--- config.mk ---
export PLATFORM = sky130hd
export DESIGN_NAME = free_list_new
export DESIGN_NICKNAME = d
export VERILOG_FILES = /design/src/rtl/free_list_new.sv
export SDC_FILE = /design/constraint.sdc
export NUM_CORES = 1
export LEC_CHECK = 0
export BUFFER_PORTS_ARGS = -buffer_cell sky130_fd_sc_hd__buf_2
export CORE_AREA = 3 3 146 148
export DETAILED_ROUTE_END_ITERATION = 10
export DIE_AREA = 0 0 149 151
export PLACE_DENSITY = 0.87
export SYNTH_ARGS = -nofsm -noshare
export SYNTH_HDL_FRONTEND = slang
export SYNTH_SLANG_ARGS = --single-unit
--- constraint.sdc ---
create_clock -name clk -period 12.63 [get_ports clk]
set_clock_uncertainty 0.1 [all_clocks]
set_input_delay 1.263 -clock clk [delete_from_list [all_inputs] [get_ports clk]]
set_output_delay 1.263 -clock clk [all_outputs]
set_load 0.03 [all_outputs]
--- src/rtl/free_list_new.sv ---
// ============================================================================
// Module   : free_list_new
// Brief    : Physical-register free list, 32-entry circular FIFO of 6-bit tags.
// Revision : 1.0 - initial release
// ============================================================================
`default_nettype none

module free_list_new (
    input  logic       clk,
    input  logic       rst,
    input  logic [5:0] PR_old,
    input  logic       retire_reg,
    input  logic       RegDest,
    input  logic       stall_recover,
    input  logic       hazard_stall,
    input  logic       recover,
    input  logic [5:0] PR_new_flush,
    input  logic       RegDest_ROB,
    output logic [5:0] PR_new,
    output logic       empty
);

    localparam int c_DEPTH = 32;

    logic [5:0] r_mem [0:c_DEPTH-1];
    logic [4:0] r_head;
    logic [4:0] r_tail;
    logic [5:0] r_count;

    logic       w_pop;
    logic       w_req_r;
    logic       w_req_f;
    logic       w_push_r;
    logic       w_push_f;
    logic [6:0] w_room;
    logic [4:0] w_tail_f;

    assign empty  = (r_count == 6'd0);
    assign PR_new = r_mem[r_head];

    assign w_pop   = RegDest & ~empty & ~hazard_stall & ~stall_recover & ~recover;
    assign w_req_r = retire_reg & ~hazard_stall;
    assign w_req_f = recover & RegDest_ROB;

    // Free slots after this cycle's pop; the retire port claims space first.
    assign w_room   = 7'd32 - {1'b0, r_count} + {6'd0, w_pop};
    assign w_push_r = w_req_r & (w_room >= 7'd1);
    assign w_push_f = w_req_f & (w_room >= (w_push_r ? 7'd2 : 7'd1));
    assign w_tail_f = w_push_r ? (r_tail + 5'd1) : r_tail;

    always_ff @(posedge clk or negedge rst) begin
        if (!rst) begin
            for (int i = 0; i < c_DEPTH; i++) begin
                r_mem[i] <= 6'(c_DEPTH + i);
            end
            r_head  <= 5'd0;
            r_tail  <= 5'd0;
            r_count <= 6'd32;
        end else begin
            if (w_push_r) begin
                r_mem[r_tail] <= PR_old;
            end
            if (w_push_f) begin
                r_mem[w_tail_f] <= PR_new_flush;
            end
            r_tail  <= r_tail + {4'd0, w_push_r} + {4'd0, w_push_f};
            r_head  <= r_head + {4'd0, w_pop};
            r_count <= r_count + {5'd0, w_push_r} + {5'd0, w_push_f} - {5'd0, w_pop};
        end
    end

`ifdef FREE_LIST_OVERFLOW_ASSERT
    // A dropped push means a PR was lost somewhere upstream.
    always_ff @(posedge clk) begin
        if (rst) begin
            assert (!(w_req_r && !w_push_r) && !(w_req_f && !w_push_f))
                else $error("free_list_new: push dropped on full list");
        end
    end
`endif

endmodule

`default_nettype wire

# Yosys cells after proc, flatten, opt, wreduce, memory -nomap -nowiden
# Cells that the tools add are included.
classes:
  n_bitwise: 15
  n_reduce_logical: 3
  order_cmp: 7
  mux: 13
  n_addsub: 9
ops:
  columns: ["cell", "n"]
  rows:
  - ["$bwmux 192", 2]
  - ["$mux 192", 2]
  - ["$demux 6 s5", 2]
  - ["$bmux 6 s5", 1]
  - ["$mux 6", 4]
  - ["$ge 6x6->1 const B", 3]
  - ["$not 5->6", 3]
  - ["$add 5x1->5", 3]
  - ["$add 6x1->6", 2]
  - ["$lt 6x1->1 const B", 2]
  - ["$and 1x1->1", 8]
  - ["$add 7x1->7", 1]
  - ["$ge 7x1->1 const B", 1]
  - ["$ge 7x2->1", 1]
  - ["$sub 6x6->7 const A", 1]
  - ["$logic_not 6->1", 1]
  - ["$sub 6x1->6", 1]
  - ["$add 5x1->5 const B", 1]
  - ["$mux 5", 1]
  - ["$not 1->1", 4]
  - ["$logic_and 1x1->1", 2]
  - ["$mux 2", 1]
totals:
  elab_cells: 82
  ff_bits: 208
  out_inout_bits: 7
  inputBits: 20

# Logic depth before layout (Yosys ltp)
logic_depth:
  ltp_word: 17
  ltp_mapped: 25
  mapped_depth_nobuf: 25

# Worst setup path before layout
# OpenSTA, ideal clock, no wires.
synth_timing:
  path_kind: "input to register"
  start: "input port hazard_stall"
  end: "register r_count[4]"
  arrival_ns: 5.094
  cell_stages: 20
  n_path_buf: 0
  setup_time_ns: 0.122
  path_slack_ns: 7.314
  required_ns: 12.408
  cell_sequence: "or4_1 > ha_1 > inv_1 > ha_1 > xor2_1 > and2_1 > a41oi_4 > inv_1 > ha_1 > o21ai_0 > nand2_1 > o311a_1 > inv_2 > fa_1 > fa_1 > nor2_1 > nor2_1 > nor2_1 > nor2_1 > xnor2_1"
synth_via:
  elab_chain_cells: 12
  elab_cells_between_ends: 14
  cone_classes: "4 x add/sub; 2 x order compare; 1 x mux; 7 x bitwise"
synth_rtl:
  columns: ["element", "line_no", "text"]
  rows:
  - ["from (decl)", "15", "input logic hazard_stall,"]
  - ["$not 1->1 (*)", "41, 42", null]
  - ["$and 1x1->1 (3 in a row)", "41", "assign w_pop = RegDest & ~empty & ~hazard_stall & ~stall_recover & ~recover;"]
  - ["$add 7x1->7", "46", "assign w_room = 7'd32 - {1'b0, r_count} + {6'd0, w_pop};"]
  - ["$ge 7x1->1", "47", "assign w_push_r = w_req_r & (w_room >= 7'd1);"]
  - ["$and 1x1->1", "47", null]
  - ["$mux 2", "48", "assign w_push_f = w_req_f & (w_room >= (w_push_r ? 7'd2 : 7'd1));"]
  - ["$ge 7x2->1", "48", null]
  - ["$and 1x1->1", "48", null]
  - ["$add 6x1->6", "68", "r_count <= r_count + {5'd0, w_push_r} + {5'd0, w_push_f} - {5'd0, w_pop};"]
  - ["$sub 6x1->6 (*)", "68", null]
  - ["to (signal assigned)", "68", null]
  - ["to (decl)", "28", "logic [5:0] r_count;"]
# Every way passes the cells marked *; elsewhere a longest branch is shown, timed or not.

# Worst setup path in the final report
layout_timing:
  start: "register r_count[5]"
  end: "register r_count[4]"
layout_via:
  elab_chain_cells: 14
  elab_cells_between_ends: 16
  cone_classes: "5 x add/sub; 2 x order compare; 1 x mux; 7 x bitwise; 1 x reduce/logical"
layout_rtl:
  columns: ["element", "line_no", "text"]
  rows:
  - ["$logic_not 6->1", "38", "assign empty = (r_count == 6'd0);"]
  - ["$not 1->1", "41", null]
  - ["$and 1x1->1 (4 in a row)", "41", null]
  - ["$add 7x1->7", "46", null]
  - ["$ge 7x1->1", "47", null]
  - ["$and 1x1->1", "47", null]
  - ["$mux 2", "48", null]
  - ["$ge 7x2->1", "48", null]
  - ["$and 1x1->1", "48", null]
  - ["$add 6x1->6", "68", null]
  - ["$sub 6x1->6 (*)", "68", null]
# Marked as above.

==> impl_results.md <==
- Commonest non-fill, non-tap cells in the layout: 380 x mux2_2, 113 x dfstp_2, 93 x dfrtp_1
- Antenna diode count: 0
- CTS sink cnt: 208
- Yosys warns: 0
- Sequential-to-total area share from yosys stat: 0.409
- RSZ-0062 raised after global routing: no
- GRT overflow: 0
- Static leakage: around 5.9 nW
- Post-layout min period: between 5000 and 6000 ps
- Yosys top cell area share: 0.328
- TNS Setup: 0 ps
- Post-CTS setup repair buffer count: 0
- Synthesized area: ~13000 µm²
- Primary FF master, synth: dfstp_2
- Syn Nets: between 900 and 1000
- Final WL: about 31000 µm
- Worst vdd ir: between 0.0001 and 0.00015 V
- Worst EP required: roughly 13000 ps
- # rows: 52
- Most common cell after layout, fill and taps aside: mux2_2
- Total CTS buffers: 23
- Core Box Area: slightly above 20000 µm²
- Flops & latches, synth: ~210
- Yosys cell types: between 50 and 60
- Clk buf depth: 3
- Critical path's top delay family: adder cells
- Worst hold stages: 2
- Mapped Cells: 943
- Final period util: 0.427
- Setup Viol. Count Final: 0
- Die area: about 22000 µm²
- Multi-input gate area: between 7000 and 8000 µm²
- DR iter-0 viols: between 700 and 800
- Largest cells by area after synthesis: mux2_2 33%, dfstp_2 23%, dfrtp_1 18%
- Status: finished clean
- CP bufs+invs: 4
- Post-synth ARST share: 1.00
- Critical path startpoint category: flop
- PwrDens: ~250 nW/µm²
- Clk_lat worst skew: around 520 ps
- Root buf cell: clkbuf_16
- Fmax: between 150 and 200 MHz
- Layout cells sized above 1: 0.719
- Slowest-stage cell, CP: dfstp_2
- Number of global-route vias before repair: about 8300
- Hold Crit Class: reg2reg
- Syn avg cell area: 13.9 µm²
- Synth area leader: mux2_2
- Slew HR: 0.196
- Clk slew on worst S/H paths: 60 ps
- Detailed Place HPWL: 19900 µm
- Vias post-DR: slightly below 8000
- NumNets Final: around 980
- Global-route wire length before repair: between 40000 and 50000 µm
- Router iterations before antenna repair: 5
- TritonCTS clock tree: done
- CP Max Fanout: 9
- Die width: 149 µm
- CTS-repair resized insts: 0
- Critical-path cell list: inv_1, ha_1, and4_1, or4_1, ha_1, inv_1, ha_1, xor2_1, and2_1, a41oi_4, inv_1, ha_1, o21ai_0, nand2_1, o311a_1, inv_2, fa_1, fa_1, nor2_1, nor2_1, nor2_1, nor2_1, xnor2_1
- Die H: 151 µm
- Via density: 6.51
- Placer Congestion: 0.947
- Cts hold-fix bufs: 0
- Worst path max stage delay: just under 600 ps
- Final Slew Violations: 0
- Max_cap viols: 0
- Worst EP arrival: around 5700 ps
- Residual DRC: 0
- Worst r2r dst: r_count[4]$_DFF_PN0_
- Total power after layout: approximately 3.5 mW
- Initial core utilization: 0.648
- Fill count: ~1400
- EDFF count, synth: 0
- Drt wl/cell: between 20 and 30 µm
- R2R cell count: 23
- Final Hold Fails: 0
- R2r setup slk: 7230 ps
- Largest net degree at the start of global routing: 79
- CP Class: reg2reg
- Endpoint, Worst Hold: r_mem[80]$_DFF_PN0_
- Synthesis-to-finish area growth: 7.66%
- Port buffer count: 26
- Initial antenna violation count: 0
- Post-route ant nets: 0
- Worst r2r src: r_count[5]$_DFF_PN1_
- Hold_sp: r_mem[80]$_DFF_PN0_
- Top Ports: 27
- Slew at the pin with the worst max-slew slack: ~1200 ps
- H-tree depth: 1
- Critical path endpoint category: flop
- Register area: approximately 5300 µm²
- Tot GR Track Use: 0.282
-- cell usage after synthesis, types with 3 or more instances --
master and count:
nor3_1 6, o21ai_0 3, nor3_4 5, or3_1 3, nor2b_1 3, and2_1 5
nand3_1 9, xor2_1 6, nor2_1 22, inv_1 18, xnor2_1 7, nand2_1 35
dfrtp_1 95, mux2_4 12, clkbuf_1 46, fa_1 3, dfstp_2 113, nand2_2 5
buf_4 4, mux2_2 380, and3_1 5, buf_1 9, mux4_2 60, nor3_2 6
ha_1 21, buf_2 7, a21oi_1 6, nor2_4 12
-- registers in the layout, indices dropped and copies added (netlist names) --
| name | flops |
|---|---|
| r_mem | 192 |
| r_count | 6 |
| r_head | 5 |
| r_tail | 5 |
-- worst min-delay path, delay by kind of cell, from the launching register on --
family | cells | cell delay [ps]
multiplexers | 2 | 260
flip-flops | 1 | 330
-- cell families after synthesis --
logic type | after synthesis | share of synthesized area
muxes | 456 | 0.448
DFF | 208 | 0.409
and+or+nand+nor | 133 | 0.0653
buffers and inverters | 87 | 0.0274
adders and majority gates | 24 | 0.0247
AOI/OAI and AO/OA | 21 | 0.0151
xor gates and xnor gates | 14 | 0.00996
-- area by class of cell --
class                   count  share of cell area
clock buffers              30              0.0456
flip-flops and latches    208               0.380
inverters                  20             0.00534
well taps                 270              0.0240
clock inverters            12             0.00890
repair buffers             31              0.0125
multi-input cells         648               0.523
-- worst max path at each step --
| stage | from | to | slack (ps) | cells past startpoint |
|---|---|---|---|---|
| global route | r_count[5]$_DFF_PN1_ | r_count[5]$_DFF_PN1_ | 6960 | 24 |
| floorplan | hazard_stall | r_count[4]$_DFF_PN0_ | 7310 | 20 |
| CTS | r_count[5]$_DFF_PN1_ | r_count[4]$_DFF_PN0_ | 7250 | 23 |
| detailed placement | hazard_stall | r_count[4]$_DFF_PN0_ | 6840 | 21 |
| global placement | recover | r_count[4]$_DFF_PN0_ | 6980 | 22 |
| finish | r_count[5]$_DFF_PN1_ | r_count[4]$_DFF_PN0_ | 7230 | 23 |
-- metrics by stage --
stage / cell area, µm² / hold WS (ps) / std cells / utilization / setup slack, ps
floorplan: 13100 / 417 / 943 / - / 7310
global placement: 13300 / 503 / 1177 / 0.659 / 6980
detailed placement: 13300 / 510 / 1177 / 0.659 / 6840
CTS: 14100 / 524 / 1219 / 0.697 / 7250
global route: 14100 / 548 / 1219 / 0.697 / 6960
finish: 14100 / 524 / 1219 / 0.697 / 7230
-- layer usage --
layer | routed length (µm) | global-route usage | vias up | part of all wire
met3 | 2120 | 0.0497 | 59 | 0.069
met2 | 14600 | 0.455 | 294 | 0.47
li1 | - | - | 3471 | -
met4 | 659 | 0.0755 | 0 | 0.021
met1 | 13400 | 0.402 | 4106 | 0.44
met5 | 0 | 0 | - | 0
-- report_power, final --
part	switching, mW	total [mW]	internal (mW)
clock network	0.282	0.683	0.401
logic	0.689	1.54	0.847
registers	0.221	1.29	1.07
No activity file was read; power rests on OpenSTA's default activity.
